--- config.mk ---
export PLATFORM = sky130hd
export DESIGN_NAME = layer1_relu_pack_flat
export DESIGN_NICKNAME = d
export VERILOG_FILES = /design/src/rtl/layer1_relu_pack_if.sv /design/src/rtl/layer1_relu_pack.sv /design/src/flat_wrapper.sv
export SDC_FILE = /design/constraint.sdc
export NUM_CORES = 1
export LEC_CHECK = 0
export CORE_ASPECT_RATIO = 1.2
export CORE_MARGIN = 10
export CORE_UTILIZATION = 50
export CTS_CLUSTER_DIAMETER = 50
export DETAILED_ROUTE_END_ITERATION = 10
export PLACE_DENSITY = 0.8
export SLEW_MARGIN = 5
export SYNTH_ARGS = -nofsm -noshare
export SYNTH_HDL_FRONTEND = slang
export SYNTH_SLANG_ARGS = --single-unit
--- constraint.sdc ---
create_clock -name clk_i -period 2.07 [get_ports clk_i]
set_input_delay 0.414 -clock clk_i [delete_from_list [all_inputs] [get_ports clk_i]]
set_output_delay 0.414 -clock clk_i [all_outputs]
set_load 0.05 [all_outputs]
--- src/rtl/layer1_relu_pack_if.sv ---
// Bus between the layer-1 MAC array, the ReLU/pack stage and the layer-2 activation buffer.
// sat_cnt_o exists only when RELU_PACK_SAT_CNT_EN is defined.
interface layer1_relu_pack_if #(
  parameter int ACC_W  = 32,
  parameter int ADDR_W = 6
);
  logic                     start_i;
  logic                     relu_en_i;
  logic signed [ACC_W-1:0]  acc_i;
  logic                     wr_en_o;
  logic [ADDR_W-1:0]        wr_addr_o;
  logic [31:0]              wr_data_o;
  logic                     l2_start_o;
  logic                     busy_o;
  logic                     err_o;
`ifdef RELU_PACK_SAT_CNT_EN
  logic [7:0]               sat_cnt_o;

  modport slave (
    input  start_i, relu_en_i, acc_i,
    output wr_en_o, wr_addr_o, wr_data_o, l2_start_o, busy_o, err_o, sat_cnt_o
  );
  modport master (
    output start_i, relu_en_i, acc_i,
    input  wr_en_o, wr_addr_o, wr_data_o, l2_start_o, busy_o, err_o, sat_cnt_o
  );
`else
  modport slave (
    input  start_i, relu_en_i, acc_i,
    output wr_en_o, wr_addr_o, wr_data_o, l2_start_o, busy_o, err_o
  );
  modport master (
    output start_i, relu_en_i, acc_i,
    input  wr_en_o, wr_addr_o, wr_data_o, l2_start_o, busy_o, err_o
  );
`endif
endinterface

--- src/rtl/layer1_relu_pack.sv ---
// ReLU + requantize layer-1 sums and pack 4 per word into the layer-2 buffer (optional RELU_PACK_SAT_CNT_EN).
// 2 cycles relu_en_i -> wr_en_o; no backpressure, accepts one neuron per cycle while collecting.
module layer1_relu_pack #(
  parameter int NUM_NEURONS = 64,
  parameter int ACC_W       = 32,
  parameter int SHIFT       = 8,
  parameter int ADDR_W      = 6
) (
  input  logic              clk_i,
  input  logic              rst_i,
  layer1_relu_pack_if.slave bus
);

  typedef enum logic [1:0] {IDLE, COLLECT, FLUSH, FIRE} state_t;

  localparam logic [7:0] LAST_IDX = 8'(NUM_NEURONS - 1);

  state_t              state_q, state_d;
  logic [7:0]          idx_q, idx_d;
  logic [31:0]         pack_q, pack_d;
  logic                pend_q, pend_d;
  logic                pend_last_q, pend_last_d;
  logic [ADDR_W-1:0]   pend_addr_q, pend_addr_d;
  logic                wr_en_q, wr_en_d;
  logic                wr_last_q, wr_last_d;
  logic [ADDR_W-1:0]   wr_addr_q, wr_addr_d;
  logic [31:0]         wr_data_q, wr_data_d;
  logic                err_q, err_d;
`ifdef RELU_PACK_SAT_CNT_EN
  logic [7:0]          sat_cnt_q, sat_cnt_d;
`endif

  logic [ACC_W-1:0]    acc_pos;
  logic [ACC_W-1:0]    acc_shr;
  logic [7:0]          act;
  logic                sat;
  logic                busy;
  logic                accept;
  logic                last;
  logic                start_ok;

  always_comb begin
    acc_pos = bus.acc_i[ACC_W-1] ? '0 : bus.acc_i;
    acc_shr = acc_pos >> SHIFT;
    sat     = |acc_shr[ACC_W-1:8];
    act     = sat ? 8'hFF : acc_shr[7:0];
  end

  assign busy     = (state_q == COLLECT) || (state_q == FLUSH);
  assign accept   = bus.relu_en_i && (state_q == COLLECT);
  assign last     = (idx_q == LAST_IDX);
  assign start_ok = bus.start_i && (state_q == IDLE);

  always_comb begin
    state_d     = state_q;
    idx_d       = idx_q;
    pack_d      = pack_q;
    pend_d      = 1'b0;
    pend_last_d = pend_last_q;
    pend_addr_d = pend_addr_q;
    wr_en_d     = 1'b0;
    wr_last_d   = 1'b0;
    wr_addr_d   = wr_addr_q;
    wr_data_d   = wr_data_q;
    err_d       = err_q;
`ifdef RELU_PACK_SAT_CNT_EN
    sat_cnt_d   = sat_cnt_q;
`endif

    case (state_q)
      IDLE:    if (start_ok) state_d = COLLECT;
      COLLECT: if (accept && last) state_d = FLUSH;
      FLUSH:   if (wr_en_q && wr_last_q) state_d = FIRE;
      FIRE:    state_d = IDLE;
      default: state_d = IDLE;
    endcase

    // A word completed last cycle goes out now; the pack register restarts
    // empty underneath any lane-0 byte landing in the same cycle.
    if (pend_q) begin
      wr_en_d   = 1'b1;
      wr_last_d = pend_last_q;
      wr_addr_d = pend_addr_q;
      wr_data_d = pack_q;
      pack_d    = '0;
    end

    if (accept) begin
      pack_d[{idx_q[1:0], 3'b000} +: 8] = act;
      idx_d = last ? 8'd0 : idx_q + 8'd1;
      if ((idx_q[1:0] == 2'd3) || last) begin
        pend_d      = 1'b1;
        pend_last_d = last;
        pend_addr_d = ADDR_W'(idx_q[7:2]);
      end
`ifdef RELU_PACK_SAT_CNT_EN
      if (sat && (sat_cnt_q != 8'hFF)) sat_cnt_d = sat_cnt_q + 8'd1;
`endif
    end

    if (start_ok) begin
      idx_d = 8'd0;
      err_d = 1'b0;
`ifdef RELU_PACK_SAT_CNT_EN
      sat_cnt_d = 8'd0;
`endif
    end

    // Any start outside IDLE is dropped, so it is flagged like an overrun.
    if ((bus.relu_en_i && (state_q != COLLECT)) || (bus.start_i && (state_q != IDLE)))
      err_d = 1'b1;
  end

  always_ff @(posedge clk_i) begin
    if (rst_i) begin
      state_q     <= IDLE;
      idx_q       <= 8'd0;
      pack_q      <= '0;
      pend_q      <= 1'b0;
      pend_last_q <= 1'b0;
      pend_addr_q <= '0;
      wr_en_q     <= 1'b0;
      wr_last_q   <= 1'b0;
      wr_addr_q   <= '0;
      wr_data_q   <= '0;
      err_q       <= 1'b0;
`ifdef RELU_PACK_SAT_CNT_EN
      sat_cnt_q   <= 8'd0;
`endif
    end else begin
      state_q     <= state_d;
      idx_q       <= idx_d;
      pack_q      <= pack_d;
      pend_q      <= pend_d;
      pend_last_q <= pend_last_d;
      pend_addr_q <= pend_addr_d;
      wr_en_q     <= wr_en_d;
      wr_last_q   <= wr_last_d;
      wr_addr_q   <= wr_addr_d;
      wr_data_q   <= wr_data_d;
      err_q       <= err_d;
`ifdef RELU_PACK_SAT_CNT_EN
      sat_cnt_q   <= sat_cnt_d;
`endif
    end
  end

  assign bus.wr_en_o    = wr_en_q;
  assign bus.wr_addr_o  = wr_addr_q;
  assign bus.wr_data_o  = wr_data_q;
  assign bus.l2_start_o = (state_q == FIRE);
  assign bus.busy_o     = busy;
  assign bus.err_o      = err_q;
`ifdef RELU_PACK_SAT_CNT_EN
  assign bus.sat_cnt_o  = sat_cnt_q;
`endif

endmodule

--- src/flat_wrapper.sv ---
// flat-port wrapper written by rule: the top's interface ports become plain ports
module layer1_relu_pack_flat 
#(
  parameter int NUM_NEURONS = 64,
  parameter int ACC_W       = 32,
  parameter int SHIFT       = 8,
  parameter int ADDR_W      = 6
)
  (clk_i, rst_i, bus_start_i, bus_relu_en_i, bus_acc_i, bus_wr_en_o, bus_wr_addr_o, bus_wr_data_o, bus_l2_start_o, bus_busy_o, bus_err_o);
  layer1_relu_pack_if #(.ACC_W(ACC_W), .ADDR_W(ADDR_W)) bus_i ();
  input  logic clk_i;
  input  logic rst_i;
  input wire logic [$bits(bus_i.start_i)-1:0] bus_start_i;
  input wire logic [$bits(bus_i.relu_en_i)-1:0] bus_relu_en_i;
  input wire logic [$bits(bus_i.acc_i)-1:0] bus_acc_i;
  output wire logic [$bits(bus_i.wr_en_o)-1:0] bus_wr_en_o;
  output wire logic [$bits(bus_i.wr_addr_o)-1:0] bus_wr_addr_o;
  output wire logic [$bits(bus_i.wr_data_o)-1:0] bus_wr_data_o;
  output wire logic [$bits(bus_i.l2_start_o)-1:0] bus_l2_start_o;
  output wire logic [$bits(bus_i.busy_o)-1:0] bus_busy_o;
  output wire logic [$bits(bus_i.err_o)-1:0] bus_err_o;
  assign bus_i.start_i = bus_start_i;
  assign bus_i.relu_en_i = bus_relu_en_i;
  assign bus_i.acc_i = bus_acc_i;
  assign bus_wr_en_o = bus_i.wr_en_o;
  assign bus_wr_addr_o = bus_i.wr_addr_o;
  assign bus_wr_data_o = bus_i.wr_data_o;
  assign bus_l2_start_o = bus_i.l2_start_o;
  assign bus_busy_o = bus_i.busy_o;
  assign bus_err_o = bus_i.err_o;
  layer1_relu_pack #(.NUM_NEURONS(NUM_NEURONS), .ACC_W(ACC_W), .SHIFT(SHIFT), .ADDR_W(ADDR_W)) u_core (.clk_i(clk_i), .rst_i(rst_i), .bus(bus_i));
endmodule
# Word level (Yosys, flattened, before mapping)
# Cells that the tools add are included.
# classes
add_sub_neg	2
mux	14
order_cmp	0
bitwise	2
reduce_logical	18
mul	0
shifts	2
n_eq_ne	9
div_mod_pow	0
# op_table
op	n
$mux W32	2
$bwmux W32	1
$shift A8 B7 Y32 const A	1
$shiftx A8 B7 Y32	1
$mux W31	1
$mux W8	2
$reduce_or A16 Y1	1
$add A8 B1 Y8 const B	1
$eq A8 B6 Y1 const B	1
$pmux W2 S4	1
$neg A5 Y7	1
$eq A2 B2 Y1 const B	3
$logic_and A1 B1 Y1	6
$mux W2	3
$reduce_or A2 Y1	3
$mux W1	4
$ne A2 B1 Y1 const B	2
$ne A2 B2 Y1 const B	2
$reduce_bool A2 Y1	2
$logic_or A1 B1 Y1	3
$reduce_and A3 Y1	1
$eq A2 B1 Y1 const B	1
$logic_not A2 Y1	1
$not A1 Y1	2
$reduce_and A2 Y1	1
# totals
wordCells	58
input_bits	36
latch_bits	0
reg_bits	91
memories	0
mem_bits_ro	0
ram_bits	0
output_inout_bits	42

# Logic depth before layout (Yosys ltp)
# depth
depth_word	6
depth_mapped	7
mapped_depth_nobuf	6

# Least setup slack after synthesis
# Ideal clock, no wire load.
# synth_path
path_type	register to register
startpoint	reg u_core.idx_q[0]
endpoint	reg u_core.pack_q[5]
period_less_slack_ps	1635
required_time_ps	1995
path_buffers	0
slack_ps	435
setup_ps	75
arrival_ps	1560
stages_incl_launch_ff	6
path_cell_list	dfxtp_1 inv_1 ha_1 nor4b_1 nand3_1 o21ai_0
# synth_via
elab_chain_cells	4
word_cells_on_any_way	5
classes_between	add/sub (1); shift (2); mux (2)
# synth_rtl
element	line	source
start, declared	layer1_relu_pack.sv:19	logic [7:0] idx_q, idx_d;
start signal, assigned	layer1_relu_pack.sv:132	idx_q <= idx_d;
$neg A5 Y7 (*)	layer1_relu_pack.sv:89	pack_d[{idx_q[1:0], 3'b000} +: 8] = act;
$shiftx A8 B7 Y32 or $shift A8 B7 Y32 (tied branches)	layer1_relu_pack.sv:89	
$bwmux W32 (*)	layer1_relu_pack.sv:89	
$mux W32 (*)	layer1_relu_pack.sv:88	if (accept) begin
end signal, assigned	layer1_relu_pack.sv:133	pack_q <= pack_d;
end, declared	layer1_relu_pack.sv:20	logic [31:0] pack_q, pack_d;
# Every way passes the cells marked *; elsewhere a longest branch is shown, timed or not.
# A chain may end at the register's enable or synchronous reset.

# Worst setup path after layout
# layout_path
startpoint	reg u_core.wr_data_q[13], in the netlist u_core.bus.wr_data_o[13]
endpoint	out bus_wr_data_o[13]
# layout_rtl
element	line	source
start, declared	layer1_relu_pack.sv:27	logic [31:0] wr_data_q, wr_data_d;
start signal, assigned	layer1_relu_pack.sv:140	wr_data_q <= wr_data_d;
end, declared	flat_wrapper.sv:18	output wire logic [$bits(bus_i.wr_data_o)-1:0] bus_wr_data_o;
# No word-level cell between the ends.

==> results <==
-- synthesized netlist by cell type (2+ instances only) --
library cell,count,share of area (%)
clkbuf_1,4,0.44
xnor2_1,7,1.8
nand3_1,6,0.87
inv_1,8,0.87
and2_1,2,0.36
nor2_1,55,6.0
ha_1,10,3.6
buf_2,4,0.58
buf_1,2,0.22
a21oi_2,2,0.51
o21ai_0,17,2.5
o21ai_1,15,2.2
nor4_1,4,0.73
dfxtp_1,91,53
a21oi_1,10,1.5
mux2i_1,39,11
a21oi_4,2,0.95
nand2_1,56,6.1
buf_4,2,0.44
nor3_1,3,0.44
nand4_1,3,0.55
-- layer usage --
layer / wire (um) / share of wire, % / GRT usage [%]
met3: 507 / 6.6 / 4.47
met5: 0 / 0 / 0
met2: 3740 / 48 / 24.3
met1: 3310 / 43 / 17.7
met4: 175 / 2.3 / 6.50
-- layout make-up --
class / instances / area, sq um
Fill cell: 571 / 2290
Multi-Input combinational cell: 247 / 1520
Sequential cell: 91 / 1820
Clock buffer: 9 / 124
Tap cell: 87 / 109
Inverter: 8 / 30.0
Clock inverter: 7 / 70.1
Timing Repair Buffer: 83 / 803
-- state kept, by name, summed over array words and instances, names as in the netlist, 2 cells and up --
| signal | cells |
|---|---|
| u_core.bus.wr_addr_o | 6 |
| u_core.pend_addr_q | 6 |
| u_core.pack_q | 32 |
| u_core.state_q | 2 |
| u_core.idx_q | 8 |
| u_core.bus.wr_data_o | 32 |
-- worst min path at each step --
| stage | endpoint | depth (start not counted) |
|---|---|---|
| 3_5_place_dp | u_core.pack_q[9] | 2 |
| 3_3_place_gp | u_core.pack_q[14] | 2 |
| 6_report | u_core.pack_q[9] | 2 |
| 4_1_cts | u_core.pack_q[14] | 2 |
| 2_1_floorplan | u_core.pack_q[0] | 2 |
| 5_1_grt | u_core.pack_q[24] | 2 |
-- worst reg2reg max path, stage by stage, from the launching register on --
cell and delay (ns):
dfxtp_1 0.44, inv_1 0.13, ha_1 0.40, nor4b_2 0.30
nand3_1 0.24, o21ai_0 0.22
-- logic make-up (layout without fill, tap and decap cells) --
family | count (synthesis) | in the layout | share of synthesized area, %
AO/OA/AOI/OAI | 50 | 50 | 8.72
XOR/XNOR | 7 | 7 | 1.78
adder cells (fa/ha/maj) | 10 | 10 | 3.64
buffers and inverters | 21 | 107 | 3.13
flip-flops | 91 | 91 | 52.9
multiplexers | 39 | 39 | 11.3
AND/OR/NAND/NOR | 141 | 141 | 18.5
-- stage by stage --
step / instances / area, sq um / power [mW] / setup WS [ns] / hold slack [ns]
floorplan: 359 / 3440 / 2.25 / 0.435 / 0.425
global placement: 516 / 4280 / 2.42 / 0.162 / 0.432
detailed placement: 516 / 4280 / 2.43 / 0.157 / 0.438
CTS: 532 / 4470 / 3.55 / 0.101 / 0.451
global route: 532 / 4480 / 3.69 / 0.0653 / 0.469
finish: 532 / 4480 / 3.53 / 0.111 / 0.448
-- power breakdown --
group	switching [mW]	internal, mW	leakage (nW)	total (mW)
registers	0.0365	1.80	0.734	1.83
logic	0.314	0.248	0.813	0.562
clock network	0.664	0.466	0.0887	1.13
-- repair_timing --
item,CTS,global route
buffers inserted,0,0
gates resized for setup,0,1
endpoints found under the setup margin,0,5
hold buffers,0,0
==> reports/results.tsv <==
metric	value	unit
critPathMaxFanout	2	
power_density	787	nW/um^2
clkTransAtPathRegs	0.10	ns
r2r-start	u_core.idx_q[1]	
cts.htree.levels	3	
async_flop_share	0	%
num_vias	2685	
crit_end	bus_wr_data_o[13]	
status	finished, final reports clean	
slew_headroom	64.6	%
vdd_drop_max	0.843	mV
drt_iter0_markers	143	
area_growth	30.1	%
grt_start_max_net_pins	26	
fin_skew	0.0121	ns
dieArea	10600	sq um
final_common_cell	dfxtp_1	
synth_flop_cell	dfxtp_1	
fin_util	66.1	%
r2r_slack	0.27	ns
io_pins	78	
slew_violations	0	
grt_pass1_wl	13000	um
critPathMaxStageDelay	0.82	ns
yosys_register_bits	91	
rows	33	
portBuffers	69	
syn_nets	405	
path_buf_inv	1	
core_region_area	6770	sq um
cp_slowest_cell	clkdlybuf4s50_1	
min_path_type	reg2reg	
post-route-period-util	94.6	%
drtAntennaViolNets	0	
critPathKind	reg2out	
drc_errors	0	
crit_chain	clkdlybuf4s50_1	
p_leak	1.64	nW
drv_cap	0	
setup_viol	0	
netlist_instances	359	
gr-total-overflow	0	
reg2regPathDepth	5	
viasPerCell	5.05	
first_pass_iters	4	
clockRootBuffer	clkbuf_8	
tightest_slew	0.530	ns
arrival	1.54	ns
routed_wl	7740	um
syn_area	3440	sq um
crit_start	u_core.bus.wr_data_o[13]	
synth_edf_count	0	
hold_viol_final	0	
track_usage	15.0	%
post-route-min-period	1.96	ns
cts_tree	done	
cp-end-kind	output port	
clk_latency	0.36	ns
cts_sinks	91	
wl_per_cell	14.5	um
mostFrequentLayoutCells	dfxtp_1, clkdlybuf4s50_1, nand2_1, nor2_1, mux2i_1	
setup.worst_path.start_class	flip-flop	
cp.depth	1	
hold_start	u_core.pack_q[9]	
layout-drive-gt1-share	10.8	%
gp_congestion	0.853	
synth_cell_types	38	
rsz0062_at_grt	no	
antenna_found_initial	0	
seq_area_frac_synth	52.9	%
start_util	50.8	%
r2r_end	u_core.pack_q[0]	
crit_family	buffers and inverters	
fin_setup_tns	0	ns
cp.required	1.66	ns
cts_buffers	9	
fmax	511	MHz
cts_buffer_depth	2	
syn_area_per_cell	9.59	sq um
yosysWarningCount	0	
die_x	95.7	um
die_y	111	um
grt_pass1_vias	2699	
dp_hpwl	5800	um
nNetsFinal	486	
antennaDiodeCount	0	
Power figures use the tool's default switching activity.
